### src/rtl/ws2812_multi_strip_driver.sv
// Parallel WS2812 strip driver: streams frame bytes from a synchronous BRAM port,
// scales them by a per-frame brightness and shifts them MSB-first onto NUM_STRIPS pins.
module ws2812_multi_strip_driver #(
   parameter int NUM_STRIPS = 4,
   parameter int NUM_LEDS   = 160,
   parameter int CHANNELS   = 3,
   parameter int ADDR_WIDTH = 13,
   parameter int T_BIT      = 70,
   parameter int T0H        = 20,
   parameter int T1H        = 50,
   parameter int T_RESET    = 50000
) (
   input  logic                  clk,
   input  logic                  rst,
   input  logic                  start,
   input  logic                  continuous,
   input  logic [7:0]            brightness,
   output logic [ADDR_WIDTH-1:0] mem_addr,
   input  logic [7:0]            mem_dout,
   output logic [NUM_STRIPS-1:0] strip_do,
   output logic                  busy,
   output logic                  frame_done,
   output logic [1:0]            dbg_state
);

   localparam int B   = NUM_LEDS * CHANNELS;
   localparam int CW  = (T_BIT > 1) ? $clog2(T_BIT) : 1;
   localparam int BYW = $clog2(B + 1);
   localparam int LW  = $clog2(NUM_STRIPS + 2);
   localparam int GW  = $clog2(T_RESET + 1);

   if (NUM_STRIPS + 2 > 8 * T_BIT) begin : g_bad_prefetch
      $error("prefetch window does not fit inside one byte time");
   end
   if (!(T0H > 0 && T0H < T1H && T1H < T_BIT)) begin : g_bad_timing
      $error("pulse timing must satisfy 0 < T0H < T1H < T_BIT");
   end
   if (NUM_STRIPS * B > 2 ** ADDR_WIDTH) begin : g_bad_addr
      $error("frame does not fit in the address space");
   end

   typedef enum logic [1:0] {S_IDLE, S_LOAD, S_SEND, S_GAP} state_t;

   state_t                       state_q, state_d;
   logic [CW-1:0]                cnt_q, cnt_d;
   logic [2:0]                   bit_q, bit_d;
   logic [BYW-1:0]               byte_q, byte_d;
   logic [LW-1:0]                load_q, load_d;
   logic [LW-1:0]                pf_q, pf_d;
   logic [GW-1:0]                gap_q, gap_d;
   logic [7:0]                   bri_q, bri_d;
   logic [NUM_STRIPS-1:0][7:0]   shift_q, shift_d;
   logic [NUM_STRIPS-1:0][7:0]   shadow_q, shadow_d;
   logic [ADDR_WIDTH-1:0]        mem_addr_q, mem_addr_d;
   logic [NUM_STRIPS-1:0]        strip_do_q, strip_do_d;
   logic                         busy_q, busy_d;
   logic                         frame_done_q, frame_done_d;
   logic [7:0]                   din_scaled;

   // raw*(bri+1) never exceeds 16 bits, so the upper byte is the scaled value
   assign din_scaled = 8'((16'(mem_dout) * 16'(bri_q) + 16'(mem_dout)) >> 8);

   always_ff @(posedge clk) begin
      if (rst) begin
         state_q      <= S_IDLE;
         cnt_q        <= '0;
         bit_q        <= '0;
         byte_q       <= '0;
         load_q       <= '0;
         pf_q         <= '0;
         gap_q        <= '0;
         bri_q        <= '0;
         shift_q      <= '0;
         shadow_q     <= '0;
         mem_addr_q   <= '0;
         strip_do_q   <= '0;
         busy_q       <= 1'b0;
         frame_done_q <= 1'b0;
      end else begin
         state_q      <= state_d;
         cnt_q        <= cnt_d;
         bit_q        <= bit_d;
         byte_q       <= byte_d;
         load_q       <= load_d;
         pf_q         <= pf_d;
         gap_q        <= gap_d;
         bri_q        <= bri_d;
         shift_q      <= shift_d;
         shadow_q     <= shadow_d;
         mem_addr_q   <= mem_addr_d;
         strip_do_q   <= strip_do_d;
         busy_q       <= busy_d;
         frame_done_q <= frame_done_d;
      end
   end

   always_comb begin
      state_d    = state_q;
      cnt_d      = cnt_q;
      bit_d      = bit_q;
      byte_d     = byte_q;
      load_d     = load_q;
      pf_d       = pf_q;
      gap_d      = gap_q;
      bri_d      = bri_q;
      shift_d    = shift_q;
      shadow_d   = shadow_q;
      mem_addr_d = mem_addr_q;
      strip_do_d = '0;

      case (state_q)
         S_IDLE: begin
            if (start || continuous) begin
               state_d    = S_LOAD;
               bri_d      = brightness;
               load_d     = '0;
               mem_addr_d = '0;
            end
         end
         S_LOAD: begin
            // address for strip s goes out at load s, its data is captured at load s+1
            if (int'(load_q) < NUM_STRIPS - 1)
               mem_addr_d = ADDR_WIDTH'((int'(load_q) + 1) * B);
            for (int s = 0; s < NUM_STRIPS; s++)
               if (int'(load_q) == s + 1) shift_d[s] = din_scaled;
            load_d = load_q + LW'(1);
            if (load_q == LW'(NUM_STRIPS + 1)) begin
               state_d = S_SEND;
               cnt_d   = '0;
               bit_d   = '0;
               byte_d  = '0;
               pf_d    = '0;
            end
         end
         S_SEND: begin
            if (pf_q != '0) begin
               if (int'(pf_q) < NUM_STRIPS)
                  mem_addr_d = ADDR_WIDTH'(int'(pf_q) * B + int'(byte_q) + 1);
               for (int s = 0; s < NUM_STRIPS; s++)
                  if (int'(pf_q) == s + 2) shadow_d[s] = din_scaled;
               pf_d = (pf_q == LW'(NUM_STRIPS + 1)) ? '0 : pf_q + LW'(1);
            end else if (cnt_q == '0 && bit_q == 3'd0 && int'(byte_q) < B - 1) begin
               mem_addr_d = ADDR_WIDTH'(int'(byte_q) + 1);
               pf_d       = LW'(1);
            end

            if (cnt_q == CW'(T_BIT - 1)) begin
               cnt_d = '0;
               if (bit_q == 3'd7) begin
                  bit_d = '0;
                  if (byte_q == BYW'(B - 1)) begin
                     state_d = S_GAP;
                     gap_d   = '0;
                  end else begin
                     byte_d  = byte_q + BYW'(1);
                     shift_d = shadow_q;
                  end
               end else begin
                  bit_d = bit_q + 3'd1;
                  for (int s = 0; s < NUM_STRIPS; s++) shift_d[s] = {shift_q[s][6:0], 1'b0};
               end
            end else begin
               cnt_d = cnt_q + CW'(1);
            end
         end
         S_GAP: begin
            if (gap_q == GW'(T_RESET - 1)) begin
               if (continuous) begin
                  state_d    = S_LOAD;
                  bri_d      = brightness;
                  load_d     = '0;
                  mem_addr_d = '0;
               end else begin
                  state_d = S_IDLE;
               end
            end else begin
               gap_d = gap_q + GW'(1);
            end
         end
         default: state_d = S_IDLE;
      endcase

      // outputs are registered from next-state values so they line up with state_q
      busy_d       = (state_d != S_IDLE);
      frame_done_d = (state_d == S_GAP) && (gap_d == GW'(T_RESET - 1));
      for (int s = 0; s < NUM_STRIPS; s++)
         strip_do_d[s] = (state_d == S_SEND) &&
                         (int'(cnt_d) < (shift_d[s][7] ? T1H : T0H));
   end

   assign mem_addr   = mem_addr_q;
   assign strip_do   = strip_do_q;
   assign busy       = busy_q;
   assign frame_done = frame_done_q;
   assign dbg_state  = state_q;

endmodule

### config.mk
export PLATFORM = sky130hd
export DESIGN_NAME = ws2812_multi_strip_driver
export DESIGN_NICKNAME = d
export VERILOG_FILES = /design/src/rtl/ws2812_multi_strip_driver.sv
export SDC_FILE = /design/constraint.sdc
export NUM_CORES = 1
export LEC_CHECK = 0
export CORE_MARGIN = 2
export CORE_UTILIZATION = 35
export CTS_CLUSTER_DIAMETER = 120
export CTS_CLUSTER_SIZE = 12
export DETAILED_ROUTE_END_ITERATION = 12
export PLACE_DENSITY = 0.51
export SLEW_MARGIN = 15
export SYNTH_ARGS = -nofsm -noshare
export SYNTH_HDL_FRONTEND = slang
export SYNTH_SLANG_ARGS = --single-unit
### constraint.sdc
create_clock -name clk -period 8.5 [get_ports clk]
set_input_delay 1.275 -clock clk [delete_from_list [all_inputs] [get_ports clk]]
set_output_delay 1.275 -clock clk [all_outputs]
set_load 0.02 [all_outputs]
## After elaboration in Yosys (flattened, before gate mapping)

Cells that the tools add are included.

| operators by class | value |
|---|---|
| add/sub/neg operators | 11 |
| mux-type cells | 57 |
| multipliers | 3 |
| equality and inequality tests | 35 |
| reduce and logical (&&, ||, !) cells | 30 |
| order comparisons | 7 |

Operators with widths:

| cell | number |
|---|---|
| $mux 32 | 3 |
| $mux 13 | 7 |
| $mux 16 | 4 |
| $pmux 32 s2 | 1 |
| $mux 8 | 7 |
| $pmux 13 s4 | 1 |
| $mux 9 | 4 |
| $eq 16x16->1 const B | 2 |
| $pmux 16 s2 | 1 |
| $eq 3x3->1 const B | 10 |
| $lt 7x6->1 | 4 |
| $mux 3 | 9 |
| $mux 6 | 4 |
| $ne 2x2->1 const B | 12 |
| $reduce_and 4->1 | 6 |
| $pmux 9 s2 | 1 |
| $reduce_and 3->1 | 6 |
| $add 16x1->16 const B | 1 |
| $add 16x8->16 | 1 |
| $mul 8x8->16 | 1 |
| $pmux 8 s2 | 1 |
| $mux 7 | 2 |
| $pmux 7 s2 | 1 |
| $add 12x9->13 | 1 |
| other kinds (31) | 53 |

| word-level totals | value |
|---|---|
| output and inout port bits | 21 |
| register bits | 134 |
| input port bits | 20 |

## Depth between registers and ports, before layout

Gate-level depths: netlist of the first run.

| depth | value |
|---|---|
| depth after elaboration | 8 |
| gate-level depth with buffers | 22 |

## Worst setup path after synthesis of the first run

Ideal clock, no wire load.

| path | value |
|---|---|
| path type | input port to flip-flop |
| start point | in mem_dout[4] |
| end point | reg strip_do_q[0] (netlist: strip_do[0]) |
| required time | 8,422 ps |
| buffers on the path | 1 |
| setup time | 78 ps |
| cell stages on the path | 21 |
| path slack | 1,902 ps |
| arrival time | 6,520 ps |
| cells stage by stage | clkbuf_1 > and2_1 > fa_1 > fa_1 > fa_1 > inv_1 > fa_1 > inv_1 > ha_1 > and2_1 > and3_1 > a2111o_1 > a31oi_4 > xnor2_2 > o221a_2 > inv_1 > ha_1 > or2_2 > a31oi_1 > o2111ai_1 > o22ai_1 |

| on the way | value |
|---|---|
| word-level cells in the longest chain between the ends | 7 |

RTL lines:

| element | RTL line | source |
|---|---|---|
| start, declared | 19 | `input logic [7:0] mem_dout,` |
| $mul 8x8->16 | 61 | `assign din_scaled = 8'((16'(mem_dout) * 16'(bri_q) + 16'(mem_dout)) >> 8);` |
| $add 16x8->16 * | 61 |  |
| $mux 8 * | 125 | `if (int'(load_q) == s + 1) shift_d[s] = din_scaled;` |
| $pmux 32 s2 * | 111 | `case (state_q)` |
| $mux 6 * | 188 | `(int'(cnt_d) < (shift_d[s][7] ? T1H : T0H));` |
| $lt 7x6->1 * | 188 |  |
| $logic_and 1x1->1 * | 187 | `strip_do_d[s] = (state_d == S_SEND) &&` |
| end signal, assigned | 91 | `strip_do_q <= strip_do_d;` |
| end, declared | 55 | `logic [NUM_STRIPS-1:0] strip_do_q, strip_do_d;` |

Mark *: on every way between the ends. The rest lies on a longest branch, timed or not. The select of a mux whose other input is x is not followed.
A chain may end at the register's enable or synchronous reset.

## Final worst setup path of the first run

| path | value |
|---|---|
| start point | in mem_dout[2] |
| end point | reg strip_do_q[0] (netlist: strip_do[0]) |

The elaborated chain is that of the path after synthesis.

==> impl_metrics.json, run 1 <==
{
  "fmax_mhz": 142,
  "diodes": 0,
  "fin_area_mm2": 0.0114,
  "clock_tree.root_cell": "clkbuf_16",
  "rsz0062_at_grt": "no",
  "nFillCells": 2919,
  "synth_warnings": 0,
  "slew_headroom_pct": 21.7,
  "hold_path.class": "flop to flop",
  "dieHeight_um": 174,
  "period_minus_slack_ns": 7.05,
  "setup_slack_ns": 1.45,
  "final.setup.tns_ns": 0,
  "pwr-share-comb_pct": 22.4,
  "power_frac_clock_pct": 41.6,
  "switching_share_pct": 33.9,
  "finalHoldViolCount": 0,
  "antenna_found_initial": 0,
  "ys_seq_area_share_pct": 26.5,
  "antenna_left": 0,
  "overflow": 0,
  "finalMaxSlewViolations": 0,
  "cts_tree": "done",
  "die_w_um": 174,
  "m1WireLength_um": 13800,
  "placed_cell_area_mm2": 0.0108,
  "first_pass_iters": 6,
  "async_flop_share_pct": 0,
  "gp_congestion": 0.788,
  "remaining_drc_errors": 0,
  "num-nets-final": 1382,
  "hpwl_um": 19500,
  "cp_max_fo": 9,
  "tightest_slew_ns": 1.17,
  "drtIter0Drc": 623,
  "post_cts_resized": 0,
  "avgSynthCellArea_um2": 8.24,
  "p_leak_nw": 4.66,
  "pwr-share-seq_pct": 36.0,
  "peakVddDrop_mv": 0.154,
  "cts_buffer_depth": 2,
  "grt_pass1_wl_um": 45900,
  "cp-end-kind": "flop",
  "pre_cts_ws_ns": 1.04,
  "grt_pass1_vias": 8457,
  "power_density_mw_per_mm2": 159,
  "syn_inst": 1229,
  "area_growth_pct": 12.4,
  "p_switching_w": 0.000612,
  "start_util_pct": 35.4,
  "maxCapViolations": 0,
  "wl_met2_um": 12600,
  "drive_gt1_share_pct": 5.55,
  "htree_num_levels": 4,
  "worstSkewPairLatency_ns": 0.43,
  "ctsHoldBuffers": 0,
  "ys.flop_type": "dfxtp_1",
  "ys_seq_elements": 134,
  "grt_max_degree": 88,
  "setup_violations": 0,
  "cts_buffers": 17,
  "period_share_pct": 83.0,
  "clk_pin_slew_ns": 0.06,
  "required_ns": 8.84,
  "synth_fp_nets": 1380,
  "cp.arrival_ns": 7.39,
  "highest_layer": "met4",
  "synth_edf_count": 0,
  "outcome": "completed",
  "drt-vias-per-instance": 5.38,
  "netlist_area_mm2": 0.0101,
  "vias": 8757,
  "wl_per_cell_um": 17.0,
  "cts_setup_buffers": 0,
  "critPathKind": "input port to flop",
  "rows": 62,
  "ios": 41,
  "cp-start-kind": "input port",
  "final.setup_skew_ns": 0.00849,
  "cts_sinks": 134,
  "gr-usage-all-layers_pct": 18.7,
  "met3WireLength_um": 971,
  "finalWirelength_um": 27700,
  "dieArea_mm2": 0.0303,
  "intPower_w": 0.00119,
  "portBuffers": 40,
  "core_area_mm2": 0.0286,
  "synth_cell_types": 83
}
## worst paths after layout
kind / cells after the start / slack [ns] / start / endpoint
setup reg to reg: 20 / 2.47 / bri_q[6] / strip_do[0]
setup / recovery: 21 / 1.45 / mem_dout[2] / strip_do[0]
hold / removal: 2 / 0.45 / shadow_q[3] / shadow_q[3]
hold reg to reg: 2 / 0.45 / shadow_q[3] / shadow_q[3]
## synth_stat cells, types with 9 or more instances
library cell  instances  area, um2
nand2_1             148        556
dfxtp_1             134       2680
inv_1                99        372
nor2_1               95        357
a21oi_1              91        455
ha_1                 81       1010
clkbuf_1             53        199
fa_1                 50       1000
and2_1               43        269
nand3_1              42        210
o21ai_0              26        130
a22oi_1              21        158
mux2i_1              20        200
nand4_1              19        119
xnor2_1              19        166
a31oi_1              18        113
xor2_1               18        158
a21o_1               16        120
and3_1               16        100
a211oi_1             13       97.6
a222oi_1             13        130
nor3_1               13       65.1
a22o_1               11       96.3
nor2b_1              11       68.8
nand2b_1             10       62.6
buf_2                 9       45.0
nand3b_1              9       67.6
## metal layers
layer  GRT usage (%)  vias to the layer above
met3            3.04                       31
li1                -                     4309
met5               0                        -
met1            26.7                     4246
met2            29.4                      171
met4            4.48                        0
## registers in the layout (all words and copies together), names as in the netlist, 4 cells and up
name      count
bri_q         8
byte_q        9
cnt_q         7
gap_q        16
mem_addr     13
shadow_q     32
shift_q      32
strip_do      4
## worst max-delay path, stage by stage
cell             delay (ns)
clkdlybuf4s50_1        0.57
and2_1                 0.27
fa_1                   0.51
fa_1                   0.52
fa_1                   0.59
inv_1                  0.07
fa_1                   0.53
inv_1                  0.04
ha_1                   0.33
and2_1                 0.18
and3_1                 0.18
a2111o_1               0.50
a31oi_4                0.24
xnor2_2                0.22
o221a_2                0.30
inv_1                  0.05
ha_1                   0.25
or2_2                  0.28
a31oi_1                0.17
o2111ai_1              0.13
o22ai_1                0.18
## metrics by stage
stage / total power, W / hold WS (ns) / std cells / utilization, %
final: 0.00180 / 0.453 / 1628 / 39.8
after global routing: 0.00190 / 0.469 / 1628 / 39.8
after CTS: 0.00182 / 0.455 / 1628 / 39.8
after detailed placement: 0.00107 / 0.446 / 1596 / 37.7
after global placement: 0.00107 / 0.440 / 1596 / 37.7
after floorplan: 0.000926 / 0.432 / 1229 / -
## power groups by stage
| stage | Sequential (W) | Clock (W) | Combinational (W) |
|---|---|---|---|
| after CTS | 0.000649 | 0.000767 | 0.000408 |
| after global placement | 0.000664 | 0 | 0.000404 |
| after detailed placement | 0.000664 | 0 | 0.000404 |
| final | 0.000649 | 0.000751 | 0.000405 |
| after global routing | 0.000650 | 0.000793 | 0.000461 |
| after floorplan | 0.000659 | 0 | 0.000267 |
## final cells by class
class | count | area, um2 | area share, %
inverter | 101 | 379 | 3.33
timing repair buffer | 48 | 458 | 4.02
tap | 384 | 480 | 4.22
multi-input combinational | 929 | 6800 | 59.8
sequential | 134 | 2680 | 23.6
clock buffer | 17 | 425 | 3.74
clock inverter | 15 | 156 | 1.37
## cells by family (layout without fill, tap and decap cells)
| logic type | Yosys count | count (layout) | share of synthesized area, % |
|---|---|---|---|
| adders and majority gates | 131 | 131 | 19.9 |
| buffers and inverters | 166 | 181 | 6.37 |
| AOI/OAI and AO/OA | 284 | 284 | 19.3 |
| xor gates and xnor gates | 38 | 38 | 3.36 |
| muxes | 24 | 24 | 2.46 |
| DFF | 134 | 134 | 26.5 |
| and+or+nand+nor | 452 | 452 | 22.1 |
## cell usage in the layout, fill, tap and decap left out, types with 6 or more instances in the layout
cell               n
nor2_1            95
nand2b_1          10
a21o_1            16
o21ai_1            7
or2_2              8
inv_1             99
a31oi_1           18
dfxtp_1          134
o21ai_0           26
or3_1              7
a222oi_1          13
buf_4              9
nand3b_1           9
inv_6              7
fa_1              50
nand4_1           19
clkbuf_16         17
a2bb2oi_1          6
nand3_1           42
mux2i_1           20
a21oi_1           91
a22oi_1           21
nand2_1          148
xnor2_1           19
a22o_1            11
and3_1            16
and2_1            43
o31ai_1            8
nor2b_1           11
nor3_1            13
ha_1              81
a211oi_1          13
clkdlybuf4s50_1   39
xor2_1            18
and4_1             6
No activity file was read; power rests on OpenSTA's default activity.
==> run 2: changes to the inputs <==
Clock period 8.5 ns to 7.2 ns, I/O delays scaled along.
==> impl_metrics.json, run 2 (synthesized netlist as in run 1, its figures left out) <==
{
  "cts_sinks": 134,
  "cp-end-kind": "flop",
  "intPower_w": 0.00140,
  "met1_usage_pct": 27.0,
  "clock_tree.root_cell": "clkbuf_16",
  "power_frac_clock_pct": 41.5,
  "final.setup_skew_ns": 0.0171,
  "tightest_slew_ns": 0.989,
  "rows": 62,
  "die_w_um": 174,
  "drtIter0Drc": 782,
  "fin_area_mm2": 0.0115,
  "register_area_mm2": 0.00268,
  "core_area_mm2": 0.0286,
  "portBuffers": 40,
  "setup_violations": 0,
  "worst_r2r_startpoint": "bri_q[6]",
  "overflow": 0,
  "cts_tree": "done",
  "grt_pass1_vias": 8480,
  "outcome": "completed",
  "hold_path.class": "flop to flop",
  "slew_headroom_pct": 33.6,
  "rsz0062_at_grt": "no",
  "nFillCells": 2891,
  "power_density_mw_per_mm2": 187,
  "drt-vias-per-instance": 5.32,
  "multi_input_area_mm2": 0.00680,
  "vias": 8711,
  "ctsHoldBuffers": 0,
  "pwr-share-seq_pct": 35.7,
  "diodes": 0,
  "post_cts_resized": 0,
  "htree_num_levels": 4,
  "pwr-share-comb_pct": 22.9,
  "antenna_left": 0,
  "critPathMostFrequentCell": "fa_1",
  "period_minus_slack_ns": 6.80,
  "p_leak_nw": 4.72,
  "area_growth_pct": 13.2,
  "dieArea_mm2": 0.0303,
  "crit_start": "mem_dout[5]",
  "use_met3_pct": 3.06,
  "first_pass_iters": 5,
  "finalMaxSlewViolations": 0,
  "top_usage_layer": "met2",
  "crit_path_cell_trace": "clkdlybuf4s50_1 > and2_1 > fa_1 > fa_1 > fa_1 > inv_1 > fa_1 > inv_1 > ha_1 > and2_1 > and3_1 > a2111o_1 > a31oi_4 > xnor2_2 > o221a_2 > inv_1 > ha_1 > or2_2 > a31oi_1 > o2111ai_1 > o22ai_1",
  "start_util_pct": 35.4,
  "cts_buffers": 17,
  "worstSkewPairLatency_ns": 0.43,
  "use_met2_pct": 28.7,
  "grt_pass1_wl_um": 45700,
  "slowest_stage": "clkdlybuf4s50_1",
  "required_ns": 7.54,
  "hold_start": "shadow_q[14]",
  "finalWirelength_um": 27300,
  "hpwl_um": 19400,
  "grt_max_degree": 79,
  "maxCapViolations": 0,
  "fmax_mhz": 147,
  "final_common_cell": "nand2_1",
  "p_switching_w": 0.000749,
  "period_share_pct": 94.5,
  "setup_slack_ns": 0.397,
  "dieHeight_um": 174,
  "layout_common_cells": "nand2_1 (148), dfxtp_1 (134), inv_1 (99), nor2_1 (95), a21oi_1 (91)",
  "wl_per_cell_um": 16.7,
  "cp.arrival_ns": 7.15,
  "placed_cell_area_mm2": 0.0109,
  "finalHoldViolCount": 0,
  "ios": 41,
  "cts_setup_buffers": 0,
  "crit_path_max_incr_delay_ns": 0.56,
  "final.setup.tns_ns": 0,
  "cp_max_fo": 9,
  "switching_share_pct": 34.9,
  "num-nets-final": 1391,
  "peakVddDrop_mv": 0.153,
  "gr-usage-all-layers_pct": 18.6,
  "gp_congestion": 0.806,
  "remaining_drc_errors": 0,
  "drive_gt1_share_pct": 6.23,
  "clk_pin_slew_ns": 0.08,
  "critPathKind": "input port to flop",
  "cts_buffer_depth": 2,
  "pre_cts_ws_ns": -0.0520,
  "antenna_found_initial": 0,
  "largest_registers": "shadow_q (32), shift_q (32), gap_q (16)",
  "cp-start-kind": "input port"
}
==> run 2: cell count changes in the layout (fill, tap and decap cells not counted) <==
| cell | delta |
|---|---|
| clkinvlp_4 | -2 |
| inv_8 | +5 |
| inv_6 | -5 |
| bufinv_16 | -1 |
| clkinv_8 | +3 |
| buf_4 | +9 |
==> run 2: cell type report <==
| type | instances | share of cell area (%) |
|---|---|---|
| Multi-Input combinational cell | 929 | 59.3 |
| Sequential cell | 134 | 23.4 |
| Timing Repair Buffer | 57 | 4.58 |
| Tap cell | 384 | 4.19 |
| Clock buffer | 17 | 3.71 |
| Inverter | 101 | 3.31 |
| Clock inverter | 15 | 1.51 |
==> run 2: through the flow <==
stage	hold WS [ns]	util (%)	std cells	total power [W]
2_1_floorplan	0.432	-	1229	0.00109
3_3_place_gp	0.440	38.0	1605	0.00127
3_5_place_dp	0.447	38.0	1605	0.00127
4_1_cts	0.458	40.1	1637	0.00217
5_1_grt	0.475	40.1	1637	0.00227
6_report	0.455	40.1	1637	0.00215
==> run 2: path summary, 6_finish.rpt <==
path / cells after the start / endpoint / slack, ns
worst min-delay path: 2 / shadow_q[14] / 0.45
worst max register to register: 20 / strip_do[0] / 1.17
worst max-delay path: 21 / strip_do[0] / 0.40
worst min register to register: 2 / shadow_q[14] / 0.45
==> run 2: power groups by stage <==
stage / registers [W] / logic (W) / clock network [W]
final: 0.000765 / 0.000491 / 0.000891
after global routing: 0.000767 / 0.000560 / 0.000946
after CTS: 0.000765 / 0.000498 / 0.000911
after detailed placement: 0.000783 / 0.000489 / 0
after global placement: 0.000783 / 0.000491 / 0
after floorplan: 0.000778 / 0.000316 / 0
==> run 2: per-layer routing <==
layer  vias up  wire length [um]
met5         -                 0
met4         0               363
met3        29               881
met2       146             12000
met1      4206             14100
li1       4330                 -
==> run 2: critical path, delay by kind of cell <==
family	cells	cell delay, ns
AO/OA/AOI/OAI	6	1.53
adder cells (fa/ha/maj)	6	2.67
AND/OR/NAND/NOR	4	0.92
XOR/XNOR	1	0.22
buffers and inverters	4	0.72
